## config.mk

```make
export PLATFORM = sky130hd
export DESIGN_NAME = load_store_unit_flat
export DESIGN_NICKNAME = d
export VERILOG_FILES = /design/src/rtl/load_store_unit_if.sv /design/src/rtl/load_store_unit.sv /design/src/flat_wrapper.sv
export SDC_FILE = /design/constraint.sdc
export NUM_CORES = 1
export LEC_CHECK = 0
export ABC_AREA = 1
export CAP_MARGIN = 20
export CORE_UTILIZATION = 40
export DETAILED_ROUTE_END_ITERATION = 10
export PLACE_DENSITY_LB_ADDON = 0.12
export REMOVE_ABC_BUFFERS = 1
export SLEW_MARGIN = 10
export SYNTH_ARGS = -nofsm -noshare
export SYNTH_HDL_FRONTEND = slang
export SYNTH_SLANG_ARGS = --single-unit
```

## constraint.sdc

```tcl
create_clock -name clk -period 9.39 [get_ports clk]
set_input_delay 2.3475 -clock clk [delete_from_list [all_inputs] [get_ports clk]]
set_output_delay 2.3475 -clock clk [all_outputs]
set_load 0.03 [all_outputs]
```

## src/rtl/load_store_unit_if.sv

```systemverilog
`default_nettype none
// ============================================================================
// Module      : load_store_unit_if
// Description : Request/response handshake between the datapath and the LSU.
// Revision    : 1.0 - initial release
// ============================================================================
interface load_store_unit_if;
    logic        req_valid;
    logic        req_ready;
    logic        req_write;
    logic [1:0]  req_size;
    logic        req_unsigned;
    logic [31:0] req_addr;
    logic [31:0] req_wdata;
    logic        resp_valid;
    logic [31:0] resp_rdata;
    logic        resp_error;

    modport master (
        output req_valid, req_write, req_size, req_unsigned, req_addr, req_wdata,
        input  req_ready, resp_valid, resp_rdata, resp_error
    );

    modport slave (
        input  req_valid, req_write, req_size, req_unsigned, req_addr, req_wdata,
        output req_ready, resp_valid, resp_rdata, resp_error
    );
endinterface
`default_nettype wire

```

## src/rtl/load_store_unit.sv

```systemverilog
`default_nettype none
// ============================================================================
// Module      : load_store_unit
// Description : Single-outstanding load/store initiator for a big-endian,
//               byte-addressed, word-wide data memory (RMW for sub-word stores).
// Revision    : 1.0 - initial release
// ============================================================================
module load_store_unit #(
    parameter int unsigned MEM_BYTES = 1024
) (
    input  wire                 clk,
    input  wire                 reset,
    load_store_unit_if.slave    bus,
    output logic [31:0]         mem_address,
    output logic [31:0]         mem_write_data,
    output logic                mem_memwrite,
    input  wire  [31:0]         mem_read_data
);

    localparam logic [1:0]  SIZE_BYTE = 2'b00;
    localparam logic [1:0]  SIZE_HALF = 2'b01;
    localparam logic [1:0]  SIZE_WORD = 2'b10;
    localparam logic [1:0]  SIZE_BAD  = 2'b11;
    localparam logic [32:0] LAST_BYTE = 33'(MEM_BYTES) - 33'd1;

    typedef enum logic [1:0] {
        IDLE = 2'd0,
        RD   = 2'd1,
        WR   = 2'd2,
        RESP = 2'd3
    } state_t;

    state_t      state;
    state_t      state_next;

    logic [31:0] addr_q;
    logic [1:0]  size_q;
    logic        write_q;
    logic        unsigned_q;
    logic [31:0] wdata_q;
    logic        err_q;
    logic [31:0] word_q;

    logic        accept;
    logic        req_error;
    logic [32:0] top_byte;
    logic [7:0]  lane_byte;
    logic [15:0] lane_half;
    logic [31:0] load_data;
    logic [31:0] merged_word;

    assign accept = (state == IDLE) && bus.req_valid;

    // Highest byte touched by the aligned word; 33 bits so the top of the
    // address space cannot wrap into range.
    assign top_byte  = {1'b0, bus.req_addr[31:2], 2'b11};
    assign req_error = (bus.req_size == SIZE_BAD)
                    || ((bus.req_size == SIZE_HALF) && bus.req_addr[0])
                    || ((bus.req_size == SIZE_WORD) && (bus.req_addr[1:0] != 2'b00))
                    || (top_byte > LAST_BYTE);

    always_ff @(posedge clk or posedge reset) begin
        if (reset) begin
            state <= IDLE;
        end else begin
            state <= state_next;
        end
    end

    always_comb begin
        state_next = state;
        case (state)
            IDLE: begin
                if (bus.req_valid) begin
                    if (req_error) begin
                        state_next = RESP;
                    end else if (bus.req_write && (bus.req_size == SIZE_WORD)) begin
                        state_next = WR;
                    end else begin
                        state_next = RD;
                    end
                end
            end
            RD:      state_next = write_q ? WR : RESP;
            WR:      state_next = RESP;
            RESP:    state_next = IDLE;
            default: state_next = IDLE;
        endcase
    end

    always_ff @(posedge clk or posedge reset) begin
        if (reset) begin
            addr_q     <= 32'd0;
            size_q     <= 2'd0;
            write_q    <= 1'b0;
            unsigned_q <= 1'b0;
            wdata_q    <= 32'd0;
            err_q      <= 1'b0;
            word_q     <= 32'd0;
        end else begin
            if (accept) begin
                addr_q     <= bus.req_addr;
                size_q     <= bus.req_size;
                write_q    <= bus.req_write;
                unsigned_q <= bus.req_unsigned;
                wdata_q    <= bus.req_wdata;
                err_q      <= req_error;
            end
            if (state == RD) begin
                word_q <= mem_read_data;
            end
        end
    end

    // Big-endian lane select: byte offset 0 lives in the most significant lane.
    always_comb begin
        lane_byte = 8'h00;
        case (addr_q[1:0])
            2'd0:    lane_byte = word_q[31:24];
            2'd1:    lane_byte = word_q[23:16];
            2'd2:    lane_byte = word_q[15:8];
            default: lane_byte = word_q[7:0];
        endcase
        lane_half = addr_q[1] ? word_q[15:0] : word_q[31:16];

        load_data = word_q;
        case (size_q)
            SIZE_BYTE: load_data = unsigned_q ? {24'h000000, lane_byte}
                                              : {{24{lane_byte[7]}}, lane_byte};
            SIZE_HALF: load_data = unsigned_q ? {16'h0000, lane_half}
                                              : {{16{lane_half[15]}}, lane_half};
            default:   load_data = word_q;
        endcase
    end

    always_comb begin
        merged_word = word_q;
        case (size_q)
            SIZE_BYTE: begin
                case (addr_q[1:0])
                    2'd0:    merged_word[31:24] = wdata_q[7:0];
                    2'd1:    merged_word[23:16] = wdata_q[7:0];
                    2'd2:    merged_word[15:8]  = wdata_q[7:0];
                    default: merged_word[7:0]   = wdata_q[7:0];
                endcase
            end
            SIZE_HALF: begin
                if (addr_q[1]) begin
                    merged_word[15:0] = wdata_q[15:0];
                end else begin
                    merged_word[31:16] = wdata_q[15:0];
                end
            end
            default: merged_word = word_q;
        endcase
    end

    assign bus.req_ready  = (state == IDLE);
    assign bus.resp_valid = (state == RESP);
    assign bus.resp_error = (state == RESP) && err_q;
    assign bus.resp_rdata = ((state == RESP) && !err_q && !write_q) ? load_data : 32'd0;

    assign mem_memwrite   = (state == WR);
    assign mem_address    = ((state == RD) || (state == WR)) ? {addr_q[31:2], 2'b00} : 32'd0;
    assign mem_write_data = (state == WR) ? ((size_q == SIZE_WORD) ? wdata_q : merged_word)
                                          : 32'd0;

endmodule
`default_nettype wire
```

## src/flat_wrapper.sv

```systemverilog
// flat-port wrapper written by rule: the top's interface ports become plain ports
module load_store_unit_flat 
#(
    parameter int unsigned MEM_BYTES = 1024
)
  (clk, reset, mem_address, mem_write_data, mem_memwrite, mem_read_data, bus_req_valid, bus_req_write, bus_req_size, bus_req_unsigned, bus_req_addr, bus_req_wdata, bus_req_ready, bus_resp_valid, bus_resp_rdata, bus_resp_error);
  load_store_unit_if bus_i ();
  input  wire clk;
  input  wire reset;
  output logic [31:0] mem_address;
  output logic [31:0] mem_write_data;
  output logic mem_memwrite;
  input  wire  [31:0] mem_read_data;
  input wire logic [$bits(bus_i.req_valid)-1:0] bus_req_valid;
  input wire logic [$bits(bus_i.req_write)-1:0] bus_req_write;
  input wire logic [$bits(bus_i.req_size)-1:0] bus_req_size;
  input wire logic [$bits(bus_i.req_unsigned)-1:0] bus_req_unsigned;
  input wire logic [$bits(bus_i.req_addr)-1:0] bus_req_addr;
  input wire logic [$bits(bus_i.req_wdata)-1:0] bus_req_wdata;
  output wire logic [$bits(bus_i.req_ready)-1:0] bus_req_ready;
  output wire logic [$bits(bus_i.resp_valid)-1:0] bus_resp_valid;
  output wire logic [$bits(bus_i.resp_rdata)-1:0] bus_resp_rdata;
  output wire logic [$bits(bus_i.resp_error)-1:0] bus_resp_error;
  assign bus_i.req_valid = bus_req_valid;
  assign bus_i.req_write = bus_req_write;
  assign bus_i.req_size = bus_req_size;
  assign bus_i.req_unsigned = bus_req_unsigned;
  assign bus_i.req_addr = bus_req_addr;
  assign bus_i.req_wdata = bus_req_wdata;
  assign bus_req_ready = bus_i.req_ready;
  assign bus_resp_valid = bus_i.resp_valid;
  assign bus_resp_rdata = bus_i.resp_rdata;
  assign bus_resp_error = bus_i.resp_error;
  load_store_unit #(.MEM_BYTES(MEM_BYTES)) u_core (.clk(clk), .reset(reset), .bus(bus_i), .mem_address(mem_address), .mem_write_data(mem_write_data), .mem_memwrite(mem_memwrite), .mem_read_data(mem_read_data));
endmodule
```

==> key figures, run 1 <==
Critical path
  – CP peak stage delay: 0.74 ns
  – Crit Path Class: reg2out
  – Crit-path cells: inv_2 -> nand2_1 -> nor2_2 -> nand2_1 -> nand2_1 -> inv_1 -> a31oi_1 -> clkdlybuf4s50_1
  – Critical path fanouts, max: 26
  – Crit path top cell by count: nand2_1
  – Arr. time, crit path: 3.31 ns
  – Crit. path cell count: 8
  – Largest delay share family, worst path: buffers and inverters
  – Crit start category: flop
  – Buffers & Inverters on Critical Path: 3
  – WP data required: 7.04 ns
  – Slowest cell on crit path: clkdlybuf4s50_1
  – R2R cell count: 8
  – CP Capture Type: output pin

STA
  – RSZ-0062 raised after global routing: false
  – Fin. Hold Viols: 0
  – Slew @ Worst Pin: 1.027 ns
  – Fmax: 176.9 MHz
  – Final Slew Violations: 0
  – Worst hold slack: 0.4800 ns
  – Slew HR: 31.54%
  – Period utilization: 60.20%
  – Min Tclk post-route: 5.653 ns
  – Final setup TNS: 0 ns
  – Final setup viols: 0
  – Clock Skews: 0.01232 ns

Synth
  – Ys flop type: dfrtp_1
  – Share of the synthesized area in the top cell type: 40.72%
  – Most common library cells after synthesis: nand2_1 (349), inv_1 (124), dfrtp_1 (103), o21ai_0 (93), nor2_1 (68)
  – Most instantiated library cell after synthesis: nand2_1
  – Cell area after synthesis: 0.006330 sq mm
  – Average cell area after synthesis: 6.843 sq um
  – YS warnings: 0
  – Post-synthesis sequential area ratio: 40.72%
  – Register bit total from synthesis: 103
  – FFs w/ async S/R, synth: 100.0%
  – Yosys top cell by area: dfrtp_1
  – EDFF count, synth: 0
  – Synth cell types: 38
  – Cells after synthesis: 925
  – Largest cells by area after synthesis: dfrtp_1 (41%), nand2_1 (21%), o21ai_0 (7.4%)

Final layout
  – Ant. Diodes: 0
  – Area of the multi-input gates: 0.003009 sq mm
  – Area grow syn2layout: 37.77%
  – Nets@finish: 1202
  – Fraction of layout cells with a size suffix above 1: 5.727%
  – Post-route insts no fill: 1311
  – # fillers: 1549
  – Sequential Area: 0.002577 sq mm

Clocking
  – Root Driver: clkbuf_16
  – Post-CTS Resized: 0
  – CTS Buf Count: 9
  – Post-CTS Setup Repair Bufs: 0
  – Later-pin clock latency in the skew report: 0.36 ns
  – CTS tree: done
  – H-Tree Depth: 3
  – Sink Count: 103
  – Clock buffer depth: 2
  – Clk slew on worst S/H paths: 0.07 ns
  – Hold_buf cts: 0

GRT
  – Gr ovfl total: 0
  – Vias in the first global route: 5959
  – Largest net degree at the start of global routing: 65
  – First-pass GRT wire length: 31460 microns
  – Global Route Usage Sum: 25.03%
  – Initial antenna violation count: 0

Detailed routing
  – Drt pass-1 iters: 6
  – Post-route DRC: 0
  – DR vias: 6339
  – Starting DRC count in detailed routing: 427
  – Via-per-instance ratio: 4.835
  – Detail Route Antenna Nets: 0
  – Final WL: 20070 microns
  – Avg WL per Cell: 15.31 microns

Floorplan
  – Die footprint: 0.01633 sq mm
  – Die H: 127.8 microns
  – I/O pin cnt: 203
  – Die Span X: 127.8 microns
  – Row cnt: 45
  – Core area: 0.01531 sq mm
  – Starting Density: 41.33%

Job
  – Max-cap viol count: 0

Place
  – Placed Cells: 1295
  – Gpl congestion: 0.9426
  – PortBufs: 200
  – Detailed Place HPWL: 14140 microns

Pwr
  – PwrDens: 379.7 mW/mm^2
  – Maximum vdd drop: 0.1820 mV
  – Lkg Pwr: 4.382 nW

Outcome
  – Status: finished, final reports clean

Hold path
  – HP Class: reg2reg
  – Worst Hold Depth: 2
==> state kept, by name, summed over array words and instances, names as in the netlist <==
signal             count
u_core.addr_q         32
u_core.wdata_q        32
u_core.word_q         32
u_core.size_q          2
u_core.state           2
u_core.err_q           1
u_core.unsigned_q      1
u_core.write_q         1
==> worst register-to-register path, cell delays in order, from the launching register on <==
cell and delay, ns:
dfrtp_1 0.38, inv_1 0.08, ha_1 0.27, nand2_2 0.08
buf_4 0.55, inv_2 0.48, buf_4 0.41, nand2_1 0.18
o21ai_0 0.09
==> metrics by stage <==
stage               total power (W)  area, sq um  worst slack [ns]  utilization (%)
floorplan                  0.002128         6073             4.339                -
global placement           0.002876         8392             4.197            54.80
detailed placement         0.002894         8392             4.174            54.80
CTS                        0.003327         8721             3.762            56.94
global route               0.003559         8721             3.590            56.94
finish                     0.003312         8721             3.737            56.94
==> layout make-up <==
type	instances	share of cell area [%]
multi-input cells	646	34.51
flip-flops and latches	103	29.56
repair buffers	206	23.47
inverters	129	5.667
well taps	211	3.027
clock buffers	9	2.582
clock inverters	7	1.191
==> final timing paths <==
| path | slack, ns | from | end |
|---|---|---|---|
| max | 3.74 | u_core.addr_q[1] | mem_write_data[24] |
| min | 0.48 | u_core.addr_q[2] | u_core.addr_q[2] |
| max reg2reg | 6.74 | u_core.state[0] | u_core.addr_q[1] |
| min reg2reg | 0.48 | u_core.addr_q[2] | u_core.addr_q[2] |
| max in group asynchronous | 5.76 | reset | u_core.wdata_q[23] |
| min in group asynchronous | 2.38 | reset | u_core.addr_q[9] |
==> per-layer routing <==
layer	up-vias	routed length [microns]	GRT usage [%]
li1	3215	-	-
met1	2812	8445	31.70
met2	277	9365	41.30
met3	35	1687	5.593
met4	0	574	10.38
met5	-	0	0
==> cells in the final DEF, fill, tap and decap left out, types with 9 or more instances in the layout <==
master,count
nor2_1,68
nand3_1,22
nor2_4,11
inv_1,122
a21oi_1,33
o21ai_0,93
clkdlybuf4s50_1,200
o211ai_1,12
clkbuf_16,9
nand2_1,348
dfrtp_1,103
==> where the power goes <==
part / internal, W / switching [W]
logic: 0.000717 / 0.00132
registers: 0.000656 / 0.000199
clock network: 0.000237 / 0.000184
total: 0.00161 / 0.00170
==> logic make-up (layout without fill, tap and decap cells) <==
| kind of cell | Yosys count | in the layout | share of synthesized area [%] |
|---|---|---|---|
| compound gates | 164 | 164 | 14.47 |
| fa+ha+maj | 4 | 4 | 0.7907 |
| buf+inv | 177 | 351 | 11.88 |
| flops | 103 | 103 | 40.72 |
| mux | 2 | 2 | 0.3558 |
| other cells | 1 | 2 | 0.05924 |
| simple gates | 474 | 474 | 31.73 |
No activity file was read; power rests on OpenSTA's default activity.
==> run 2: changes to the inputs <==
==> constraint.sdc (replaced) <==
create_clock -name clk -period 4.6 [get_ports clk]
set_input_delay 1.15 -clock clk [delete_from_list [all_inputs] [get_ports clk]]
set_output_delay 1.15 -clock clk [all_outputs]
set_load 0.03 [all_outputs]
==> key figures, run 2 (synthesis results as in run 1) <==
Clocking
  – Post-CTS Setup Repair Bufs: 0 (unchanged)
  – CTS tree: done (unchanged)
  – Hold_buf cts: 0 (unchanged)
  – Post-CTS Resized: 0 (unchanged)
  – H-Tree Depth: 3 (unchanged)
  – Later-pin clock latency in the skew report: 0.35 ns (was 0.36 ns)
  – Clock buffer depth: 2 (unchanged)
  – CTS Buf Count: 9 (unchanged)
  – Sink Count: 103 (unchanged)
  – Root Driver: clkbuf_16 (unchanged)
  – Clk slew on worst S/H paths: 0.07 ns (about the same)

Critical path
  – Critical path fanouts, max: 18 (was 26)
  – Arr. time, crit path: 2.94 ns (was 3.31 ns)
  – WP data required: 3.45 ns (was 7.04 ns)
  – Slowest cell on crit path: dfrtp_1 (was clkdlybuf4s50_1)
  – Crit Path Class: reg2out (unchanged)
  – CP Capture Type: output pin (unchanged)
  – Crit start category: flop (unchanged)
  – Crit path top cell by count: nand2_4 (was nand2_1)
  – CP peak stage delay: 0.71 ns (was 0.74 ns)
  – Crit-path cells: buf_4 -> o21ai_0 -> nand3_2 -> nand3_4 -> nand2_4 -> nand2_4 -> nor2_1 -> clkdlybuf4s50_1 (was inv_2 -> nand2_1 -> nor2_2 -> nand2_1 -> nand2_1 -> inv_1 -> a31oi_1 -> clkdlybuf4s50_1)

Detailed routing
  – Post-route DRC: 0 (unchanged)
  – Avg WL per Cell: 15.45 microns (was 15.31 microns)
  – Starting DRC count in detailed routing: 463 (was 427)
  – Final WL: 20370 microns (was 20070 microns)
  – Via-per-instance ratio: 4.872 (was 4.835)
  – Drt pass-1 iters: 6 (unchanged)
  – Detail Route Antenna Nets: 0 (unchanged)
  – DR vias: 6421 (was 6339)

Floorplan
  – Starting Density: 41.33% (unchanged)
  – I/O pin cnt: 203 (unchanged)
  – Core area: 0.01531 sq mm (unchanged)
  – Die footprint: 0.01633 sq mm (unchanged)
  – Die H: 127.8 microns (unchanged)
  – Row cnt: 45 (unchanged)
  – Die Span X: 127.8 microns (unchanged)

Place
  – Detailed Place HPWL: 14470 microns (was 14140 microns)
  – Gpl congestion: 0.9767 (was 0.9426)
  – PortBufs: 200 (unchanged)
  – Placed Cells: 1302 (was 1295)

Final layout
  – # fillers: 1543 (was 1549)
  – Nets@finish: 1209 (was 1202)
  – Sequential Area: 0.002577 sq mm (unchanged)
  – Area of the multi-input gates: 0.003009 sq mm (unchanged)
  – Most frequent cells in the layout: nand2_1 (348), clkdlybuf4s50_1 (200), inv_1 (122) (unchanged)
  – Top flop regs: u_core.addr_q x32, u_core.wdata_q x32, u_core.word_q x32 (unchanged)
  – Area grow syn2layout: 38.70% (was 37.77%)
  – Post-route insts no fill: 1318 (was 1311)
  – Fraction of layout cells with a size suffix above 1: 6.239% (was 5.727%)
  – Most common cell after layout, fill and taps aside: nand2_1 (unchanged)

Outcome
  – Status: finished, final reports clean (unchanged)

Job
  – Max-cap viol count: 0 (unchanged)

Pwr
  – Lkg Pwr: 4.421 nW (was 4.382 nW)
  – Maximum vdd drop: 0.3491 mV (was 0.1820 mV)
  – PwrDens: 775.1 mW/mm^2 (was 379.7 mW/mm^2)

STA
  – Slew @ Worst Pin: 0.8513 ns (was 1.027 ns)
  – Final Slew Violations: 0 (unchanged)
  – Fmax: 244.7 MHz
  – Clock Skews: 0.007376 ns (was 0.01232 ns)
  – Slew HR: 43.25% (was 31.54%)
  – Period utilization: 88.86%
  – Fin. Hold Viols: 0 (unchanged)
  – Final setup viols: 0 (unchanged)
  – RSZ-0062 raised after global routing: false (unchanged)
  – Min Tclk post-route: 4.087 ns
  – Final setup TNS: 0 ns (unchanged)

GRT
  – Initial antenna violation count: 1 (was 0)
  – First-pass GRT wire length: 31970 microns (was 31460 microns)
  – Vias in the first global route: 6148 (was 5959)
  – Gr ovfl total: 0 (unchanged)
  – Global Route Usage Sum: 25.48% (was 25.03%)
  – Largest net degree at the start of global routing: 66 (was 65)

Hold path
  – HP Class: reg2reg (unchanged)
[run 2: changes by cell type in the layout (fill, tap and decap cells not counted), sizes merged]
cell / before / now
clkinvlp: 2 / 1
buf: 6 / 13
inv: 131 / 130
clkbuf: 9 / 10
diode: 0 / 1
[run 2: where the power goes]
group / switching (W) / internal, W
Clock: 0.000346 / 0.000490
Combinational: 0.00275 / 0.00150
Sequential: 0.000378 / 0.00134
[run 2: metal layers]
metal	wire length [microns]	track usage, %	vias up
met5	0	0	-
met4	582	10.66	0
met3	1689	6.219	42
met2	9484	41.37	257
met1	8610	32.44	2909
li1	-	-	3213
[run 2: layout make-up]
cell class	instances	share of cell area, %
Tap cell	211	3.007
Clock buffer	10	2.722
Inverter	129	5.629
Antenna cell	1	0.02850
Multi-Input combinational cell	646	34.27
Clock inverter	5	0.9263
Sequential cell	103	29.36
Timing Repair Buffer	213	24.06
[run 2: through the flow]
stage	util (%)	hold slack (ns)	power, W	instance area, sq um	setup slack (ns)
final	57.33	0.4775	0.006805	8780	0.5126
after floorplan	-	0.4436	0.004344	6073	0.7462
after detailed placement	55.22	0.4596	0.005956	8457	0.8966
after global routing	57.33	0.4948	0.007308	8780	0.3115
after CTS	57.31	0.4792	0.006824	8777	0.5156
after global placement	55.09	0.4600	0.005921	8437	0.9745
[run 2: critical path, delay by kind of cell (launching register included)]
| family | cells | cell delay [ns] |
|---|---|---|
| compound gates | 1 | 0.12 |
| simple gates | 5 | 0.77 |
| flops | 1 | 0.71 |
| buf+inv | 2 | 0.97 |
[run 2: worst paths after layout]
kind                                     from                  to  slack (ns)  cells past startpoint
max                          u_core.addr_q[1]  bus_resp_rdata[31]        0.51                      8
min                        u_core.wdata_q[25]  u_core.wdata_q[25]        0.48                      2
max reg2reg                   u_core.state[1]   u_core.wdata_q[3]        2.63                      7
min reg2reg                u_core.wdata_q[25]  u_core.wdata_q[25]        0.48                      2
max in group asynchronous               reset   u_core.addr_q[18]        2.45                      3
min in group asynchronous               reset    u_core.addr_q[4]        1.31                      2
